==> src/rtl/ecc_enc_dec_core.sv <==
// ecc_enc_dec_core: multi-cycle SECDED (extended Hamming) encoder/decoder.
// Supports n=8/16/32 codewords with data bits low, check bits above them
// and overall parity in the top bit.
// Optional feature macro: ECC_NOISE_EN adds the noise-injection stage
// used by the full-channel operation.
module ecc_enc_dec_core #(
    parameter int unsigned DATA_WIDTH = 32,
    parameter int unsigned AMBA_WORD  = 32
) (
    input  logic                  clk,
    input  logic                  rst,
    input  logic                  start,
    input  logic [AMBA_WORD-1:0]  ctrl,
    input  logic [AMBA_WORD-1:0]  data_in,
    input  logic [AMBA_WORD-1:0]  codeword_width,
    input  logic [AMBA_WORD-1:0]  noise,
    output logic [DATA_WIDTH-1:0] data_out,
    output logic                  operation_done,
    output logic [1:0]            num_of_errors,
    output logic                  busy
);

    typedef enum logic [1:0] {OpEnc = 2'b00, OpDec = 2'b01, OpFull = 2'b10, OpIllegal = 2'b11} op_e;

`ifdef ECC_NOISE_EN
    typedef enum logic [2:0] {StIdle, StEnc, StNoise, StDec, StDone} state_e;
`else
    typedef enum logic [2:0] {StIdle, StEnc, StDec, StDone} state_e;
`endif

    typedef struct packed {
        logic [1:0]  errs;
        logic [31:0] data;
    } dec_res_t;

    // Codeword length n; width code 11 behaves like 10
    function automatic int unsigned code_n(input logic [1:0] w);
        unique case (w)
            2'b00:   return 8;
            2'b01:   return 16;
            default: return 32;
        endcase
    endfunction

    // Number of Hamming check bits m
    function automatic int unsigned code_m(input logic [1:0] w);
        unique case (w)
            2'b00:   return 3;
            2'b01:   return 4;
            default: return 5;
        endcase
    endfunction

    function automatic logic [31:0] low_mask(input int unsigned bits);
        return 32'((64'd1 << bits) - 64'd1);
    endfunction

    // XOR of the Hamming positions of every set data bit; bit i-1 of the
    // result is check bit Ci
    function automatic logic [4:0] check_vec(input logic [31:0] d, input int unsigned n);
        logic [4:0]  acc;
        int unsigned j;
        acc = '0;
        j   = 0;
        for (int unsigned pos = 3; pos < 32; pos++) begin
            if (((pos & (pos - 1)) != 0) && (pos < n)) begin
                if (d[j]) acc = acc ^ pos[4:0];
                j++;
            end
        end
        return acc;
    endfunction

    function automatic logic [31:0] encode(input logic [31:0] d, input logic [1:0] w);
        int unsigned n, m, k;
        logic [31:0] data, cw;
        n    = code_n(w);
        m    = code_m(w);
        k    = n - m - 1;
        data = d & low_mask(k);
        cw   = data | ((32'(check_vec(data, n)) & low_mask(m)) << k);
        cw   = cw | (32'(^cw) << (n - 1));
        return cw;
    endfunction

    function automatic dec_res_t decode(input logic [31:0] rx, input logic [1:0] w);
        int unsigned n, m, k, j;
        logic [31:0] cw, data;
        logic [4:0]  recv, syn;
        logic        perr;
        dec_res_t    res;
        n    = code_n(w);
        m    = code_m(w);
        k    = n - m - 1;
        cw   = rx & low_mask(n);
        data = cw & low_mask(k);
        recv = 5'((cw >> k) & low_mask(m));
        syn  = check_vec(data, n) ^ recv;
        perr = ^cw;
        res.errs = 2'd0;
        if (perr) begin
            if (32'(syn) > n - 1) begin
                res.errs = 2'd2;
            end else begin
                res.errs = 2'd1;
                // Syndrome names a data position: flip the matching data bit
                j = 0;
                for (int unsigned pos = 3; pos < 32; pos++) begin
                    if (((pos & (pos - 1)) != 0) && (pos < n)) begin
                        if (pos[4:0] == syn) data[j] = ~data[j];
                        j++;
                    end
                end
            end
        end else if (syn != 5'd0) begin
            res.errs = 2'd2;
        end
        res.data = data;
        return res;
    endfunction

    state_e          state_q, state_d;
    op_e             op_q;
    logic [1:0]      width_q;
    logic [31:0]     data_q;
    logic [31:0]     cw_q;
    logic [DATA_WIDTH-1:0] data_out_q;
    logic [1:0]      errs_q;
    logic            accept;
    logic [31:0]     enc_cw;
    dec_res_t        dec_res;
`ifdef ECC_NOISE_EN
    logic [31:0]     noise_q;
`endif

    assign accept  = (state_q == StIdle) && start && (ctrl[1:0] != 2'b11);
    assign enc_cw  = encode(data_q, width_q);
    assign dec_res = decode((op_q == OpDec) ? data_q : cw_q, width_q);

    // State register
    always_ff @(posedge clk) begin
        if (rst) state_q <= StIdle;
        else     state_q <= state_d;
    end

    // Next-state logic
    always_comb begin
        state_d = state_q;
        unique case (state_q)
            StIdle: begin
                if (accept) state_d = (ctrl[1:0] == 2'b01) ? StDec : StEnc;
            end
            StEnc: begin
`ifdef ECC_NOISE_EN
                state_d = (op_q == OpFull) ? StNoise : StDone;
`else
                state_d = (op_q == OpFull) ? StDec : StDone;
`endif
            end
`ifdef ECC_NOISE_EN
            StNoise: state_d = StDec;
`endif
            StDec:   state_d = StDone;
            StDone:  state_d = StIdle;
            default: state_d = StIdle;
        endcase
    end

    // Operand latch, working codeword and result registers
    always_ff @(posedge clk) begin
        if (rst) begin
            op_q       <= OpEnc;
            width_q    <= '0;
            data_q     <= '0;
            cw_q       <= '0;
            data_out_q <= '0;
            errs_q     <= '0;
`ifdef ECC_NOISE_EN
            noise_q    <= '0;
`endif
        end else begin
            if (accept) begin
                op_q    <= op_e'(ctrl[1:0]);
                width_q <= codeword_width[1:0];
                data_q  <= data_in[31:0];
`ifdef ECC_NOISE_EN
                noise_q <= noise[31:0];
`endif
            end
            if (state_q == StEnc) begin
                cw_q <= enc_cw;
                if (op_q == OpEnc) begin
                    data_out_q <= DATA_WIDTH'(enc_cw);
                    errs_q     <= 2'd0;
                end
            end
`ifdef ECC_NOISE_EN
            if (state_q == StNoise) begin
                cw_q <= cw_q ^ (noise_q & low_mask(code_n(width_q)));
            end
`endif
            if (state_q == StDec) begin
                data_out_q <= DATA_WIDTH'(dec_res.data);
                errs_q     <= dec_res.errs;
            end
        end
    end

    assign data_out       = data_out_q;
    assign num_of_errors  = errs_q;
    assign operation_done = (state_q == StDone);
    assign busy           = (state_q != StIdle);

    // Register-word bits this engine never looks at
    logic unused_bits;
`ifdef ECC_NOISE_EN
    assign unused_bits = ^{ctrl[AMBA_WORD-1:2], codeword_width[AMBA_WORD-1:2]};
`else
    assign unused_bits = ^{ctrl[AMBA_WORD-1:2], codeword_width[AMBA_WORD-1:2], noise};
`endif

endmodule
==> config.mk <==
export PLATFORM = sky130hd
export DESIGN_NAME = ecc_enc_dec_core
export DESIGN_NICKNAME = d
export VERILOG_FILES = /design/src/rtl/ecc_enc_dec_core.sv
export SDC_FILE = /design/constraint.sdc
export NUM_CORES = 1
export LEC_CHECK = 0
export BUFFER_PORTS_ARGS = -buffer_cell sky130_fd_sc_hd__buf_2
export CORE_ASPECT_RATIO = 1.4
export CORE_MARGIN = 1.5
export CORE_UTILIZATION = 30
export DETAILED_ROUTE_END_ITERATION = 6
export PLACE_DENSITY_LB_ADDON = 0.3
export SYNTH_ARGS = -nofsm -noshare
export SYNTH_HDL_FRONTEND = slang
export SYNTH_SLANG_ARGS = --single-unit
==> constraint.sdc <==
create_clock -name clk -period 9 [get_ports clk]
set_clock_uncertainty 0.1 [all_clocks]
set_input_delay 0.45 -clock clk [delete_from_list [all_inputs] [get_ports clk]]
set_output_delay 0.45 -clock clk [all_outputs]
set_load 0.02 [all_outputs]
Word-level counts from Yosys, hierarchy flattened:

Cells that the tools add are included.
W data, S select, Z words.

* output and inout port bits: 36
* bits in registers: 105
* input bits: 131

* mux-type cells: 548
* reductions and logical operators: 37
* shifts and indexed selects: 6
* magnitude comparators: 102
* bitwise logic cells: 84
* add/subtract/negate cells: 54
* equality and inequality tests: 35

Operators by type and width (count)
* $mux W32: 202
* $lt A32 B6 Y1 const B: 50
* $add A32 B1 Y32 const B: 48
* $bwmux W32: 25
* $ge A32 B1 Y1 const B: 25
* $lt A5 B32 Y1 const A: 15
* $bmux W1 S5: 75
* $mux W5: 60
* $lt A4 B32 Y1 const A: 7
* $sub A32 B1 Y32 const B: 5
* $demux W1 S5: 25
* $mux W4: 28
* $mux W1: 106
* $and A32 B32 Y32: 3
* $lt A3 B32 Y1 const A: 3
* $eq A5 B5 Y1 const A: 15
* $or A32 B32 Y32: 2
* $reduce_xor A32 Y1: 2
* $not A3 Y3: 20
* $not A4 Y4: 10
* $mux W3: 13
* $not A2 Y2: 18
* $eq A4 B5 Y1 const A: 7
* $and A5 B32 Y32: 1
* 31 further kinds: 101

Longest topological paths before layout:

* depth after elaboration: 291
* depth in mapped cells: 34

Worst setup path before layout:

No wires, ideal clock.

* kind: flip-flop to flip-flop
* from: register width_q[1]
* to: register data_out_q[18], in the netlist data_out[18]
* setup slack: 1745 ps
* required time: 8766 ps
* cell stages (with the launch flop): 31
* setup time: 134 ps
* arrival: 7021 ps
* buffers on the path: 8
* cells stage by stage: dfxtp_1 buf_2 nand2b_1 clkbuf_1 clkbuf_1 ha_1 buf_2 inv_1 clkbuf_1 ha_1 buf_2 and2_0 clkbuf_1 nand2_1 ha_1 nand3b_1 a21oi_2 xnor2_1 xnor3_1 xnor2_2 xnor3_2 xnor2_2 or4_1 buf_2 a2111o_1 a211o_1 a21oi_2 o21bai_2 a221o_1 a31oi_1 o22ai_1

* cells in the longest elaborated chain, start to end: 280
* elaborated cells between the ends (all ways): 813
* classes of those cells: add/sub (54); order compare (77); eq/ne (27); shift (6); mux (537); bitwise (84); reduce/logical (28)

Ends and longest elaborated chain
* start, declared: RTL line 124 `logic [1:0] width_q;`
* start signal, assigned: RTL line 184 `width_q <= codeword_width[1:0];`
* branches (longest 279 deep; another with $lt A2 B32 Y1)
* $mux W32 (*): RTL line 202 `if (state_q == StDec) begin`
* end signal, assigned: RTL line 193 `data_out_q <= DATA_WIDTH'(enc_cw);`
* end signal, assigned: RTL line 203 `data_out_q <= DATA_WIDTH'(dec_res.data);`
* end, declared: RTL line 127 `logic [DATA_WIDTH-1:0] data_out_q;`

Mark *: on every way between the ends. The select of a mux whose other input is x is not followed.
A chain may end at the register's enable or synchronous reset.

Final worst setup path:

* from: register width_q[0]
* to: register data_out_q[21], in the netlist data_out[21]

Same word-level chain as after synthesis.

==> results.yml <==
layout:
  area.sequential_sq_mm: 0.00208
  antenna_cells_inserted: 0
  final_area_sq_mm: 0.0115
  mostFrequentLayoutCell: "sky130_fd_sc_hd__nand2_1"
  num-fill-cells: 3703
  most-common-layout-cells: "sky130_fd_sc_hd__nand2_1, sky130_fd_sc_hd__nor2_1, sky130_fd_sc_hd__a21oi_1"
  multi_input_comb_area_sq_mm: 0.00775
  layout-area-overhead-vs-synth_pct: 10.3
  final_layout_size_suffix_gt1_frac: 0.129
  num-nets-final: 1574
sta:
  final.setup.tns_ns: 0
  final-setup-viol-count: 0
  final_period_demand_of_the_worst_path_ns: 7.82
  finalHoldViolations: 0
  maxSlewViolCount: 0
  max_slew.worst_pin.slew_ns: 1.21
  final.period_utilization: 0.869
  slew-limit-headroom: 0.188
  grt_setup_unrepaired: "no"
  achievable-frequency_mhz: 128
run:
  drv.max_cap_violation_count: 0
pwr:
  cell_internal_pwr_mw: 1.47
  power_density_mw_per_mm2: 283
  combinationalPowerShare: 0.675
  power.sequential.fraction: 0.195
  netSwitchingPower_mw: 1.78
  leakage_nw: 3.84
  worst_ir_drop_vdd_uv: 200
  clockPowerShare: 0.130
  power.share.switching: 0.547
critical_path:
  rr_endpoint: "data_out[21]"
  r2r.worst_path.cells: 23
  crit_path_end_kind: "register"
  critical_path.startpoint_type: "register"
  regToRegStartpoint: "width_q[0]"
  critical_path_peak_fanout: 10
  critPathMaxStageDelay_ns: 0.67
  setup.worst_path.class: "register to register"
  crit_path_frequent_cell: "sky130_fd_sc_hd__ha_1"
  critPathCapture: "data_out[21]"
  cp_cell_sequence: "or2_1 -> ha_1 -> ha_1 -> and2_0 -> nand2_1 -> ha_1 -> nand3b_1 -> a21oi_2 -> xnor2_1 -> xnor3_1 -> xnor2_2 -> xnor3_2 -> nor2_1 -> nand3_1 -> o21ai_0 -> a21oi_1 -> a2111oi_0 -> buf_4 -> a311o_1 -> a21oi_1 -> o31ai_1 -> a31oi_1 -> nor3_1"
  critical_path_arrival_ns: 8.02
  critPathLaunch: "width_q[0]"
  cell_at_the_slowest_stage_of_the_critical_path: "sky130_fd_sc_hd__a2111oi_0"
  timing.critical_path.required_ns: 9.20
  worst-r2r-setup-slack_ns: 1.18
synth:
  yosys.cell_types.count: 101
  post-synth-top-area-fraction: 0.200
  synth-async-reset-ratio: 0
  count_of_flip_flops_with_a_built_in_enable_after_synthesis: 0
  netlist_area_sq_mm: 0.0104
  synth.area.top_cells: "sky130_fd_sc_hd__dfxtp_1, sky130_fd_sc_hd__xnor2_1, sky130_fd_sc_hd__nand2_1, sky130_fd_sc_hd__a21oi_1, sky130_fd_sc_hd__nor2_1"
  synthesis.instances: 1422
  yosysWarningCount: 0
  syn-num-nets: 1564
  post-synth-top-area-cell: "sky130_fd_sc_hd__dfxtp_1"
  yosys_register_bits: 104
  post_syn_area_per_cell_sq_um: 7.34
  synth-main-ff-cell: "sky130_fd_sc_hd__dfxtp_1"
  seq_area_frac_synth: 0.200
worst_hold_path:
  holdCritPathClass: "input pin to register"
placed_design:
  placement.io_buffers: 74
  place_hpwl_mm: 37.0
  placement.cell_area_sq_mm: 0.0112
  place.gp.congestion: 1.01
clock_network:
  clock_tree.root_cell: "sky130_fd_sc_hd__clkbuf_16"
  clock_path_buffers: 2
  cts_resized: 0
  sink_count_of_the_clock_tree: 104
  worstSkewPairLatency_ns: 0.37
  path_clk_slew_ns: 0.08
  post-cts-setup-buffer-count: 0
  tritoncts: "yes"
  cts_hold_buffers: 0
  inserted_clock_buffers: 9
  cts_htree_levels: 3
floorplan:
  fp.dieH_um: 224
  chipWidth_um: 161
  die_area_sq_mm: 0.0359
  area_of_the_placeable_core_sq_mm: 0.0341
  ios: 167
  floorplan.initialDensity: 0.306
  row_count: 80
run_status:
  outcome: "finished, final reports clean"
global_route:
  initial_antenna_violation_count: 0
  grt_start_max_net_pins: 75
  number_of_global_route_vias_before_repair: 10800
  grt_util_all_layers: 0.274
  overflow: 0
  grt_pass1_wl_mm: 72.8
routing:
  drc: 0
  drtAntennaViolNets: 0
  drt_pass1_iterations: 5
  initialDrtViolationCount: 1426
  detail_route.wirelength_mm: 49.6
  vias: 11500
  vias_per_cell: 6.12
  route.detailed.wl_per_inst_um: 26.3
-- critical path: cells and delay by family (launching register included) --
kind                     cells  cell delay (ns)
AO/OA/AOI/OAI                8             2.64
AND/OR/NAND/NOR              7             2.02
XOR/XNOR                     4             1.50
adder cells (fa/ha/maj)      3             0.93
flip-flops                   1             0.36
buffers and inverters        1             0.21
-- worst min-delay path by stage --
| stage | to | start | slack [ns] | depth (start not counted) |
|---|---|---|---|---|
| 2_1_floorplan | data_q[28] | data_q[28] | 0.34 | 2 |
| 3_3_place_gp | data_out[17] | data_out[17] | 0.35 | 2 |
| 3_5_place_dp | data_out[17] | data_out[17] | 0.35 | 2 |
| 4_1_cts | data_q[28] | data_in[28] | 0.20 | 3 |
| 5_1_grt | data_q[30] | data_in[30] | 0.21 | 3 |
| 6_report | data_q[25] | data_in[25] | 0.21 | 3 |
-- through the flow --
step | setup WS, ns | hold slack (ns) | instances | power, mW | util
floorplan | 1.75 | 0.336 | 1422 | 2.07 | -
global placement | 1.61 | 0.348 | 1872 | 2.77 | 0.328
detailed placement | 1.54 | 0.351 | 1872 | 2.76 | 0.328
CTS | 1.50 | 0.199 | 1888 | 3.19 | 0.337
global route | 1.00 | 0.211 | 1888 | 3.40 | 0.337
finish | 1.18 | 0.209 | 1888 | 3.25 | 0.337
-- cells by family after synthesis --
family,share of synthesized area
and+or+nand+nor,0.230
AOI/OAI and AO/OA,0.265
xor gates and xnor gates,0.165
buffers and inverters,0.0589
DFF,0.200
muxes,0.0679
adders and majority gates,0.0132
other,0.000359
-- state kept, by name, indices dropped and copies added (netlist names) --
| signal | flops |
|---|---|
| num_of_errors | 2 |
| state_q | 2 |
| cw_q | 32 |
| op_q | 2 |
| data_out | 32 |
| data_q | 32 |
| width_q | 2 |
-- cell usage after synthesis, types with 17 or more instances --
| cell type | instances |
|---|---|
| sky130_fd_sc_hd__a211oi_1 | 31 |
| sky130_fd_sc_hd__nor3_1 | 42 |
| sky130_fd_sc_hd__xor2_1 | 34 |
| sky130_fd_sc_hd__clkbuf_1 | 82 |
| sky130_fd_sc_hd__o21ai_0 | 55 |
| sky130_fd_sc_hd__xnor2_1 | 111 |
| sky130_fd_sc_hd__inv_1 | 22 |
| sky130_fd_sc_hd__nor2_1 | 164 |
| sky130_fd_sc_hd__dfxtp_1 | 104 |
| sky130_fd_sc_hd__nand3_1 | 36 |
| sky130_fd_sc_hd__mux2i_1 | 38 |
| sky130_fd_sc_hd__a21oi_1 | 124 |
| sky130_fd_sc_hd__nand2_1 | 202 |
| sky130_fd_sc_hd__nor4_1 | 17 |
-- metal layers --
layer / GRT usage / up-vias / share of wire
li1: - / 5152 / -
met1: 0.320 / 5577 / 0.38
met2: 0.455 / 637 / 0.47
met3: 0.0413 / 181 / 0.068
met4: 0.198 / 0 / 0.079
met5: 0 / - / 0
-- area by class of cell --
cell class / instances / area share
flip-flops and latches: 104 / 0.181
clock buffers: 9 / 0.0196
well taps: 451 / 0.0491
inverters: 24 / 0.00783
repair buffers: 116 / 0.0609
multi-input cells: 1177 / 0.674
clock inverters: 7 / 0.00761
-- power by group through the flow --
stage / Clock, mW / Combinational, mW / Sequential (mW)
6_report: 0.424 / 2.20 / 0.633
4_1_cts: 0.433 / 2.13 / 0.631
2_1_floorplan: 0 / 1.44 / 0.625
3_5_place_dp: 0 / 2.12 / 0.642
5_1_grt: 0.448 / 2.32 / 0.638
3_3_place_gp: 0 / 2.13 / 0.639
(Power assumes the default switching activity.)
